**config.mk**
```make
export PLATFORM = sky130hd
export DESIGN_NAME = pipeline_boot_ctrl
export DESIGN_NICKNAME = d
export VERILOG_FILES = /design/src/rtl/pipeline_ctrl_pkg.sv /design/src/rtl/pipeline_boot_ctrl_ecc_err_monitor.sv /design/src/rtl/pipeline_boot_ctrl.sv
export SDC_FILE = /design/constraint.sdc
export NUM_CORES = 1
export LEC_CHECK = 0
export CAP_MARGIN = 40
export CORE_MARGIN = 10
export CORE_UTILIZATION = 54
export CTS_BUF_LIST = sky130_fd_sc_hd__clkbuf_8
export DETAILED_ROUTE_END_ITERATION = 12
export HOLD_SLACK_MARGIN = 0.06
export MAX_ROUTING_LAYER = met4
export PLACE_DENSITY = 0.88
export SYNTH_ARGS = -nofsm -noshare
export SYNTH_HDL_FRONTEND = slang
export SYNTH_SLANG_ARGS = --single-unit
export TNS_END_PERCENT = 30
```
**constraint.sdc**
```tcl
create_clock -name clk -period 4.57 [get_ports clk]
set_input_delay 0.457 -clock clk [delete_from_list [all_inputs] [get_ports clk]]
set_output_delay 0.457 -clock clk [all_outputs]
set_load 0.005 [all_outputs]
```
**src/rtl/pipeline_ctrl_pkg.sv**
```systemverilog
// pipeline_ctrl_pkg: shared state encoding, halt-cause codes and IMEM addressing helper
// for the pipeline boot/fault controller.
package pipeline_ctrl_pkg;

    typedef enum logic [2:0] {ST_IDLE, ST_LOAD, ST_SETTLE, ST_RUN, ST_HALT} state_t;

    localparam logic [1:0] HALT_NONE       = 2'd0;
    localparam logic [1:0] HALT_DERR       = 2'd1;
    localparam logic [1:0] HALT_HWFAULT    = 2'd2;
    localparam logic [1:0] HALT_SERR_LIMIT = 2'd3;

    localparam int IMEM_ADDR_SHIFT = 2;

    function automatic logic [31:0] word_to_byte(input logic [15:0] idx);
        return {16'd0, idx} << IMEM_ADDR_SHIFT;
    endfunction

endpackage

```
**src/rtl/pipeline_boot_ctrl_ecc_err_monitor.sv**
```systemverilog
// ecc_err_monitor: saturating single-bit ECC error counter and halt-cause priority encoder.
// fault/cause are combinational; the parent registers them on the transition to HALT.
module ecc_err_monitor
    import pipeline_ctrl_pkg::*;
#(
    parameter int SERR_LIMIT = 16
) (
    input  logic       clk,
    input  logic       rst,
    input  logic       en,
    input  logic       clr,
    input  logic       s_err_imem,
    input  logic       d_err_imem,
    input  logic       s_err_dmem,
    input  logic       d_err_dmem,
    input  logic       hw_fault,
    output logic [7:0] count,
    output logic       fault,
    output logic [1:0] cause
);

    logic       derr;
    logic       serr;
    logic       hit;
    logic [8:0] next_count;

    always_comb begin
        derr       = d_err_imem | d_err_dmem;
        serr       = s_err_imem | s_err_dmem;
        next_count = {1'b0, count} + 9'd1;
        hit        = serr && next_count >= 9'(SERR_LIMIT);
        cause      = derr ? HALT_DERR : hw_fault ? HALT_HWFAULT : hit ? HALT_SERR_LIMIT : HALT_NONE;
        fault      = en && cause != HALT_NONE;
    end

    // A cycle already halting for a higher-priority cause does not count its single error
    always_ff @(posedge clk) begin
        if (rst || clr)
            count <= '0;
        else if (en && serr && !derr && !hw_fault && count != 8'hff)
            count <= next_count[7:0];
    end

endmodule

```
**src/rtl/pipeline_boot_ctrl.sv**
```systemverilog
// pipeline_boot_ctrl: loads IMEM from a valid/ready word stream, holds the core in reset
// through a settle interval, then runs it and halts it on unrecoverable ECC/ALU faults.
module pipeline_boot_ctrl
    import pipeline_ctrl_pkg::*;
#(
    parameter int IMEM_DEPTH    = 256,
    parameter int SETTLE_CYCLES = 4,
    parameter int SERR_LIMIT    = 16
) (
    input  logic        clk,
    input  logic        rst,
    input  logic        load_start,
    input  logic [15:0] load_len,
    input  logic        src_valid,
    input  logic [31:0] src_data,
    output logic        src_ready,
    output logic        imem_we,
    output logic [31:0] imem_waddr,
    output logic [31:0] imem_wdata,
    output logic        loader_done,
    output logic        core_rst_n,
    input  logic        s_err_imem,
    input  logic        d_err_imem,
    input  logic        s_err_dmem,
    input  logic        d_err_dmem,
    input  logic        hardware_fault_flag,
    input  logic        clear_fault,
    output logic        busy,
    output logic        halted,
    output logic [1:0]  halt_cause,
    output logic [7:0]  serr_count
);

    localparam logic [15:0] DEPTH_W = 16'(IMEM_DEPTH);

    state_t      state;
    state_t      nxt;
    logic [15:0] len;
    logic [15:0] idx;
    logic [15:0] settle_cnt;
    logic        start_ok;
    logic        handshake;
    logic        fault;
    logic [1:0]  cause;

    always_comb begin
        start_ok  = load_start && load_len != '0;
        handshake = state == ST_LOAD && src_valid;
        nxt       = state;
        case (state)
            ST_IDLE:   nxt = start_ok ? ST_LOAD : ST_IDLE;
            ST_LOAD:   nxt = handshake && idx == len - 16'd1 ? ST_SETTLE : ST_LOAD;
            ST_SETTLE: nxt = settle_cnt == 16'(SETTLE_CYCLES - 1) ? ST_RUN : ST_SETTLE;
            ST_RUN:    nxt = fault ? ST_HALT : ST_RUN;
            ST_HALT:   nxt = start_ok ? ST_LOAD : clear_fault ? ST_SETTLE : ST_HALT;
            default:   nxt = ST_IDLE;
        endcase
    end

    ecc_err_monitor #(.SERR_LIMIT(SERR_LIMIT)) u_mon (
        .clk        (clk),
        .rst        (rst),
        .en         (state == ST_RUN),
        .clr        (state == ST_HALT && nxt != ST_HALT),
        .s_err_imem (s_err_imem),
        .d_err_imem (d_err_imem),
        .s_err_dmem (s_err_dmem),
        .d_err_dmem (d_err_dmem),
        .hw_fault   (hardware_fault_flag),
        .count      (serr_count),
        .fault      (fault),
        .cause      (cause)
    );

    // Status outputs are registered from the next state so they line up with it
    always_ff @(posedge clk) begin
        if (rst) begin
            state       <= ST_IDLE;
            len         <= '0;
            idx         <= '0;
            settle_cnt  <= '0;
            src_ready   <= 1'b0;
            busy        <= 1'b0;
            halted      <= 1'b0;
            core_rst_n  <= 1'b0;
            loader_done <= 1'b0;
            imem_we     <= 1'b0;
            imem_waddr  <= '0;
            imem_wdata  <= '0;
            halt_cause  <= HALT_NONE;
        end else begin
            state       <= nxt;
            src_ready   <= nxt == ST_LOAD;
            busy        <= nxt == ST_LOAD;
            halted      <= nxt == ST_HALT;
            core_rst_n  <= nxt == ST_RUN;
            loader_done <= nxt == ST_SETTLE || nxt == ST_RUN || nxt == ST_HALT;
            imem_we     <= handshake;
            settle_cnt  <= state == ST_SETTLE ? settle_cnt + 16'd1 : '0;
            if (handshake) begin
                imem_waddr <= word_to_byte(idx);
                imem_wdata <= src_data;
                idx        <= idx + 16'd1;
            end
            if (nxt == ST_LOAD && state != ST_LOAD) begin
                len <= load_len > DEPTH_W ? DEPTH_W : load_len;
                idx <= '0;
            end
            if (state == ST_RUN && fault)
                halt_cause <= cause;
            else if (state == ST_HALT && nxt != ST_HALT)
                halt_cause <= HALT_NONE;
        end
    end

endmodule

```
==> flow_metrics.env, run 1 <==
export IMPL_ff_latch_area_mm2=0.002282
export IMPL_slowest_delay_ns=0.54
export IMPL_worst_setup_path_type="reg -> reg"
export IMPL_final_min_clock_period_ns=2.866
export IMPL_place_port_buffers=121
export IMPL_path_buf_inv=1
export IMPL_hpwlAfterDp_um=10440
export IMPL_min_period_over_period_pct=62.70
export IMPL_synthCells=631
export IMPL_r2r_slack_ns=1.70
export IMPL_synth_top_flop_cell="sky130_fd_sc_hd__dfxtp_1"
export IMPL_min_path_type="in -> reg"
export IMPL_cts_buffers_inserted=17
export IMPL_post_synth_most_frequent_cells="sky130_fd_sc_hd__nand2_1 (122), sky130_fd_sc_hd__dfxtp_1 (114), sky130_fd_sc_hd__a21oi_1 (59), sky130_fd_sc_hd__nor2_1 (59), sky130_fd_sc_hd__clkbuf_1 (30)"
export IMPL_buffer_depth_of_the_longest_clock_path=2
export IMPL_drv_cap=0
export IMPL_clockRootBuffer="sky130_fd_sc_hd__clkbuf_8"
export IMPL_layoutNonFillerInstCount=880
export IMPL_critPathLaunchType="register"
export IMPL_io_pins=138
export IMPL_synth_warning_count=0
export IMPL_power_per_cell_area_mw_per_mm2=318.6
export IMPL_crit_chain="inv_1 -> ha_1 -> or4b_4 -> o31a_1 -> or3_1 -> a21oi_1 -> o21ai_1 -> o31ai_2 -> nor3_1"
export IMPL_timing_critical_path_required_ns=4.87
export IMPL_timing_final_hold_violations=0
export IMPL_detail_route_first_pass_iterations=5
export IMPL_timing_critical_path_arrival_ns=3.17
export IMPL_max_slew_margin_rel_pct=40.41
export IMPL_row_count=35
export IMPL_globalRouteOverflowTotal=0
export IMPL_postSynth_asyncResetShare_pct=0
export IMPL_crit_path_top_delay_cell="sky130_fd_sc_hd__or4b_4"
export IMPL_clock_fmax_mhz=349.0
export IMPL_chipHeight_um=118.0
export IMPL_synthDistinctLibCells=58
export IMPL_finalClockSkew_ns=0.01286
export IMPL_worst_r2r_start="len[0]$_SDFFE_PP0P_"
export IMPL_maxSlewViolCount=0
export IMPL_antennaDiodeCount=0
export IMPL_yosysMostFrequentCell="sky130_fd_sc_hd__nand2_1"
export IMPL_synth_top_area_share_pct=43.98
export IMPL_die_w_um=118.0
export IMPL_critical_path_peak_fanout=10
export IMPL_layout_filler_cell_count=699
export IMPL_synth_enable_flop_cells=0
export IMPL_place_detailed_instances=847
export IMPL_synthToLayoutAreaGrowth_pct=31.28
export IMPL_post_cts_setup_buffers=0
export IMPL_synth_top_cells_by_area="sky130_fd_sc_hd__dfxtp_1 (44%), sky130_fd_sc_hd__nand2_1 (8.8%), sky130_fd_sc_hd__a21oi_1 (5.7%), sky130_fd_sc_hd__xor2_1 (4.4%), sky130_fd_sc_hd__nor2_1 (4.3%)"
export IMPL_antenna_found_initial=0
export IMPL_die_area_mm2=0.01393
export IMPL_ctsResizeCount=0
export IMPL_cts_clk_slew_worst_paths_ns=0.07
export IMPL_multi_input_comb_area_mm2=0.002665
export IMPL_insertion_delay_ns=0.42
export IMPL_setup_total_negative_slack_ns=0
export IMPL_first_global_vias=4810
export IMPL_tightestPinTransition_ns=0.8922
export IMPL_peakVddDrop_mv=0.1779
export IMPL_grt_pass1_wl_um=23120
export IMPL_h_tree_depth=4
export IMPL_drt_vias_per_instance=5.492
export IMPL_tritoncts="yes"
export IMPL_synth_area_per_cell_um2=8.223
export IMPL_routed_wirelength_um=14100
export IMPL_clkSinkCount=114
export IMPL_ys_seq_elements=114
export IMPL_status="complete, no violations"
export IMPL_reg2reg_path_depth=9
export IMPL_place_gp_congestion=0.8747
export IMPL_final_nets=801
export IMPL_grt_max_degree=54
export IMPL_dr_first_iter_drc_count=393
export IMPL_syn_area_mm2=0.005189
export IMPL_synth_yosys_seq_area_share_pct=43.98
export IMPL_power_leakage_nw=2.465
export IMPL_path_depth=9
export IMPL_startpoint="len[0]$_SDFFE_PP0P_"
export IMPL_rsz_0062_raised_after_global_routing="false"
export IMPL_synth_top_area_cell="sky130_fd_sc_hd__dfxtp_1"
export IMPL_critical_path_endpoint_type="register"
export IMPL_drcViolationCount=0
export IMPL_drive_above_1_share_pct=6.258
export IMPL_timing_rr_end="busy$_SDFF_PP0_"
export IMPL_detail_route_antenna_nets=0
export IMPL_num_vias=4833
export IMPL_worst_setup_path_endpoint="busy$_SDFF_PP0_"
export IMPL_routed_wire_length_per_instance_um=16.02
export IMPL_cts_hold_buffers=0
export IMPL_start_util_pct=55.89
export IMPL_global_route_usage_total_pct=20.19
export IMPL_crit_family="simple AND/OR/NAND/NOR gates"
export IMPL_finalSetupViolations=0
export IMPL_core_area_mm2=0.009284
## cell type report
| class | instances | area share, % |
|---|---|---|
| multi-input cells | 471 | 39.13 |
| clock buffers | 19 | 3.839 |
| clock inverters | 13 | 2.333 |
| flip-flops and latches | 114 | 33.50 |
| repair buffers | 125 | 18.33 |
| well taps | 129 | 2.370 |
| inverters | 9 | 0.4960 |
## stage by stage
stage	total power, W	cell area (um^2)	setup WS [ns]	hold WS, ns	utilization [%]
after detailed placement	0.001205	6384	1.637	0.4356	68.76
after floorplan	0.001120	5245	2.050	0.4132	-
after global placement	0.001198	6364	1.753	0.4246	68.54
after CTS	0.002181	6804	1.738	0.3681	73.29
after global routing	0.002255	6812	1.504	0.3837	73.37
final	0.002170	6812	1.704	0.3815	73.37
## per-layer routing
layer / routed length (um) / vias to the layer above / track usage (%)
li1: - / 2326 / -
met1: 6003 / 2290 / 22.18
met2: 7016 / 188 / 35.00
met3: 819 / 29 / 5.324
met4: 259 / 0 / 6.028
met5: 0 / - / -
## worst min-delay path by stage
stage | from | endpoint | cells after the start
floorplan | settle_cnt[0]$_SDFF_PP0_ | settle_cnt[0]$_SDFF_PP0_ | 1
global placement | settle_cnt[0]$_SDFF_PP0_ | settle_cnt[0]$_SDFF_PP0_ | 1
detailed placement | settle_cnt[0]$_SDFF_PP0_ | settle_cnt[0]$_SDFF_PP0_ | 1
CTS | rst | len[8]$_SDFFE_PP0P_ | 2
global route | rst | len[8]$_SDFFE_PP0P_ | 2
finish | rst | len[8]$_SDFFE_PP0P_ | 2
## registers in the layout, summed over array words and instances (netlist names)
name and count:
u_mon.count 8, halt_cause 2, imem_wdata 32, idx 16, halted 1, busy 1, core_rst_n 1, imem_waddr 16
state 3, settle_cnt 16, len 16, imem_we 1, loader_done 1
## worst register-to-register path, stage by stage, from the launching register on
cell and delay (ns):
sky130_fd_sc_hd__dfxtp_1 0.39, sky130_fd_sc_hd__inv_1 0.09, sky130_fd_sc_hd__ha_1 0.37, sky130_fd_sc_hd__or4b_4 0.54, sky130_fd_sc_hd__o31a_1 0.27, sky130_fd_sc_hd__or3_1 0.35, sky130_fd_sc_hd__a21oi_1 0.19, sky130_fd_sc_hd__o21ai_1 0.12
sky130_fd_sc_hd__o31ai_2 0.34, sky130_fd_sc_hd__nor3_1 0.10
## layout by cell type (no fill, tap or decap), types with 4 or more instances in the layout
master,synthesis,final
sky130_fd_sc_hd__and2_1,8,8
sky130_fd_sc_hd__nand2b_1,7,7
sky130_fd_sc_hd__a21oi_1,59,59
sky130_fd_sc_hd__a22o_1,8,8
sky130_fd_sc_hd__nand3_1,17,17
sky130_fd_sc_hd__dfxtp_1,114,114
sky130_fd_sc_hd__or3_1,7,7
sky130_fd_sc_hd__o21ai_0,11,11
sky130_fd_sc_hd__nand4_1,9,9
sky130_fd_sc_hd__xnor2_1,23,23
sky130_fd_sc_hd__nor3_1,13,13
sky130_fd_sc_hd__clkbuf_8,0,19
sky130_fd_sc_hd__nor2b_1,4,4
sky130_fd_sc_hd__ha_1,5,5
sky130_fd_sc_hd__and3_1,11,11
sky130_fd_sc_hd__clkdlybuf4s50_1,0,120
sky130_fd_sc_hd__xor2_1,26,26
sky130_fd_sc_hd__conb_1,1,16
sky130_fd_sc_hd__nand2_1,122,122
sky130_fd_sc_hd__inv_1,9,10
sky130_fd_sc_hd__nor4_1,13,13
sky130_fd_sc_hd__nor2_1,59,59
sky130_fd_sc_hd__a31oi_1,5,5
## power breakdown
part | internal, W | switching, W | total, W
Clock | 0.000568 | 0.000418 | 0.000986
Combinational | 0.0000910 | 0.0000752 | 0.000166
Sequential | 0.00101 | 0.0000104 | 0.00102
Total | 0.00167 | 0.000503 | 0.00217
## cell families (layout without fill, tap and decap cells)
logic type               count (synthesis)  after routing  synth area share [%]
buffers and inverters                   61            166                 6.028
multiplexers                             2              2                0.3858
AO/OA/AOI/OAI                          104            104                 12.11
flip-flops                             114            114                 43.98
XOR/XNOR                                51             51                 9.139
AND/OR/NAND/NOR                        293            293                 27.08
adder cells (fa/ha/maj)                  5              5                 1.206
other                                    1             16               0.07227
No activity file was read; power rests on OpenSTA's default activity.
==> run 2, diff against run 1 <==
--- a/config.mk
+++ b/config.mk
@@ -7,12 +7,12 @@
 export LEC_CHECK = 0
 export CAP_MARGIN = 40
 export CORE_MARGIN = 10
-export CORE_UTILIZATION = 54
+export CORE_UTILIZATION = 45
 export CTS_BUF_LIST = sky130_fd_sc_hd__clkbuf_8
 export DETAILED_ROUTE_END_ITERATION = 12
 export HOLD_SLACK_MARGIN = 0.06
 export MAX_ROUTING_LAYER = met4
-export PLACE_DENSITY = 0.88
+export PLACE_DENSITY = 0.78
 export SYNTH_ARGS = -nofsm -noshare
 export SYNTH_HDL_FRONTEND = slang
 export SYNTH_SLANG_ARGS = --single-unit
==> constraint.sdc (replaced) <==
create_clock -name clk -period 2.6 [get_ports clk]
set_input_delay 0.26 -clock clk [delete_from_list [all_inputs] [get_ports clk]]
set_output_delay 0.26 -clock clk [all_outputs]
set_load 0.005 [all_outputs]
==> run 2 against run 1 <==
Worst hold slack got worse by 0.090 ns. Clock power increased by 67%. Sequential power increased by 75%. Maximum frequency increased by 15%. Non-clock buffer count increased by 17. Sequential share of layout area decreased by 0.69 points. Clock-buffer cell count increased by 1. Global-route usage decreased by 2.6 points. Setup slack got worse by 1.6 ns. Final cell count increased by 3.5%.
==> flow_metrics.env, run 2 (synthesis results as in run 1) <==
export IMPL_status="complete, no violations"
export IMPL_routed_wirelength_um=14210
export IMPL_crit_family="simple AND/OR/NAND/NOR gates"
export IMPL_place_port_buffers=121
export IMPL_final_nets=818
export IMPL_switchingPower_w=0.0008765
export IMPL_comb_power_share_pct=7.9
export IMPL_timing_final_hold_violations=0
export IMPL_internal_power_consumption_w=0.002860
export IMPL_critical_path_endpoint_type="register"
export IMPL_routed_wire_length_per_instance_um=15.60
export IMPL_timing_critical_path_arrival_ns=2.81
export IMPL_drcViolationCount=0
export IMPL_critPathLaunchType="register"
export IMPL_synthToLayoutAreaGrowth_pct=34.12
export IMPL_rsz_0062_raised_after_global_routing="false"
export IMPL_place_gp_congestion=0.8740
export IMPL_layout_filler_cell_count=1001
export IMPL_cts_clk_slew_worst_paths_ns=0.07
export IMPL_num_vias=4799
export IMPL_max_slew_margin_rel_pct=39.69
export IMPL_commonest_cells_after_routing_fill_and_taps_aside="sky130_fd_sc_hd__nand2_1 (122), sky130_fd_sc_hd__clkdlybuf4s50_1 (120), sky130_fd_sc_hd__dfxtp_1 (113)"
export IMPL_first_global_vias=4738
export IMPL_globalRouteOverflowTotal=0
export IMPL_min_path_type="in -> reg"
export IMPL_chipHeight_um=127.4
export IMPL_finalClockSkew_ns=0.01232
export IMPL_drv_cap=0
export IMPL_switching_share_pct=23.46
export IMPL_critical_path_peak_fanout=5
export IMPL_post_route_cell_area_mm2=0.006959
export IMPL_worst_hold_margin_ns=0.2920
export IMPL_power_share_sequential_pct=47.9
export IMPL_antennaDiodeCount=0
export IMPL_crit_chain="buf_4 -> or4_4 -> nor4_4 -> a21oi_1 -> a2111oi_2 -> nand4b_1 -> o31ai_2 -> nor3_2"
export IMPL_max_ffs_per_register=32
export IMPL_clockRootBuffer="sky130_fd_sc_hd__clkbuf_8"
export IMPL_global_route_usage_total_pct=17.62
export IMPL_setup_total_negative_slack_ns=0
export IMPL_slowest_delay_ns=0.57
export IMPL_hpwlAfterDp_um=10690
export IMPL_power_leakage_nw=2.541
export IMPL_finalSetupViolations=0
export IMPL_h_tree_depth=4
export IMPL_tritoncts="yes"
export IMPL_timing_rr_end="busy$_SDFF_PP0_"
export IMPL_insertion_delay_ns=0.44
export IMPL_grt_max_degree=53
export IMPL_r2r_slack_ns=0.11
export IMPL_cts_buffers_inserted=17
export IMPL_buffer_depth_of_the_longest_clock_path=2
export IMPL_clock_fmax_mhz=402.0
export IMPL_io_pins=138
export IMPL_dr_first_iter_drc_count=279
export IMPL_crit_path_top_delay_cell="sky130_fd_sc_hd__or4_4"
export IMPL_path_buf_inv=1
export IMPL_detail_route_antenna_nets=0
export IMPL_final_min_clock_period_ns=2.487
export IMPL_antenna_found_initial=0
export IMPL_p_total_w=0.003737
export IMPL_core_area_mm2=0.01137
export IMPL_timing_critical_path_required_ns=2.92
export IMPL_die_w_um=127.4
export IMPL_grt_pass1_wl_um=23160
export IMPL_start_util_pct=45.64
export IMPL_drive_above_1_share_pct=9.115
export IMPL_startpoint="len[0]$_SDFFE_PP0P_"
export IMPL_power_clock_fraction_pct=44.2
export IMPL_clkSinkCount=114
export IMPL_reg2reg_path_depth=8
export IMPL_power_per_cell_area_mw_per_mm2=536.9
export IMPL_post_dp_cell_area_mm2=0.006524
export IMPL_drt_vias_per_instance=5.268
export IMPL_min_period_over_period_pct=95.67
export IMPL_row_count=39
export IMPL_mostFrequentLayoutCell="sky130_fd_sc_hd__nand2_1"
export IMPL_die_area_mm2=0.01623
export IMPL_worst_r2r_start="len[0]$_SDFFE_PP0P_"
export IMPL_worst_setup_path_endpoint="busy$_SDFF_PP0_"
export IMPL_path_depth=8
export IMPL_top_register="imem_wdata"
export IMPL_worst_setup_path_type="reg -> reg"
export IMPL_maxSlewViolCount=0
export IMPL_tightestPinTransition_ns=0.9029
export IMPL_detail_route_first_pass_iterations=5
export IMPL_peakVddDrop_mv=0.4206
-- run 2: changes by cell type in the layout (fill, tap and decap cells not counted), sizes merged --
| cell | before | now |
|---|---|---|
| clkinvlp | 2 | 3 |
| bufinv | 3 | 2 |
| buf | 5 | 22 |
| inv | 12 | 9 |
| clkinv | 5 | 7 |
| clkbuf | 19 | 20 |
-- run 2: per-stage QoR --
stage	util [%]	instances	setup WS (ns)
2_1_floorplan	-	646	0.08046
3_3_place_gp	57.38	879	0.1356
3_5_place_dp	57.38	879	0.0002527
4_1_cts	60.97	911	0.04867
5_1_grt	61.21	911	0.003347
6_report	61.21	911	0.1126
-- run 2: how the worst min path moves through the flow --
| stage | cells after the start | startpoint | slack, ns | endpoint |
|---|---|---|---|---|
| after floorplan | 1 | hardware_fault_flag | 0.37 | halt_cause[0]$_SDFFE_PP0P_ |
| after global placement | 1 | settle_cnt[0]$_SDFF_PP0_ | 0.42 | settle_cnt[0]$_SDFF_PP0_ |
| after detailed placement | 1 | settle_cnt[0]$_SDFF_PP0_ | 0.44 | settle_cnt[0]$_SDFF_PP0_ |
| after CTS | 2 | rst | 0.28 | len[8]$_SDFFE_PP0P_ |
| after global routing | 2 | rst | 0.31 | len[8]$_SDFFE_PP0P_ |
| final | 2 | rst | 0.29 | len[8]$_SDFFE_PP0P_ |
-- run 2: timing repair --
item                                    4_1_cts  5_1_grt
hold buffers                                  0        0
setup buffers                                 0        0
endpoints found under the setup margin        0        3
gates resized for setup                       0        6
-- run 2: cell type report --
| type | count | area, um^2 | area share, % |
|---|---|---|---|
| clock inverters | 12 | 132.6 | 1.906 |
| repair buffers | 142 | 1364 | 19.60 |
| flip-flops and latches | 114 | 2283 | 32.81 |
| inverters | 9 | 33.78 | 0.4854 |
| multi-input cells | 471 | 2691 | 38.67 |
| clock buffers | 20 | 275.3 | 3.955 |
| well taps | 143 | 178.9 | 2.571 |
-- run 2: power groups by stage --
stage               clock, W  sequential, W  combinational (W)
finish               0.00165        0.00179           0.000295
global route         0.00177        0.00179           0.000324
CTS                  0.00169        0.00179           0.000295
detailed placement         0        0.00183           0.000294
global placement           0        0.00183           0.000287
floorplan                  0        0.00183           0.000143
-- run 2: layer usage --
| metal | GRT usage [%] | vias to the layer above | part of all wire, % |
|---|---|---|---|
| li1 | - | 2360 | - |
| met1 | 19.53 | 2270 | 42 |
| met2 | 29.74 | 151 | 51 |
| met3 | 4.839 | 18 | 5.7 |
| met4 | 6.363 | 0 | 1.5 |
| met5 | - | - | 0 |
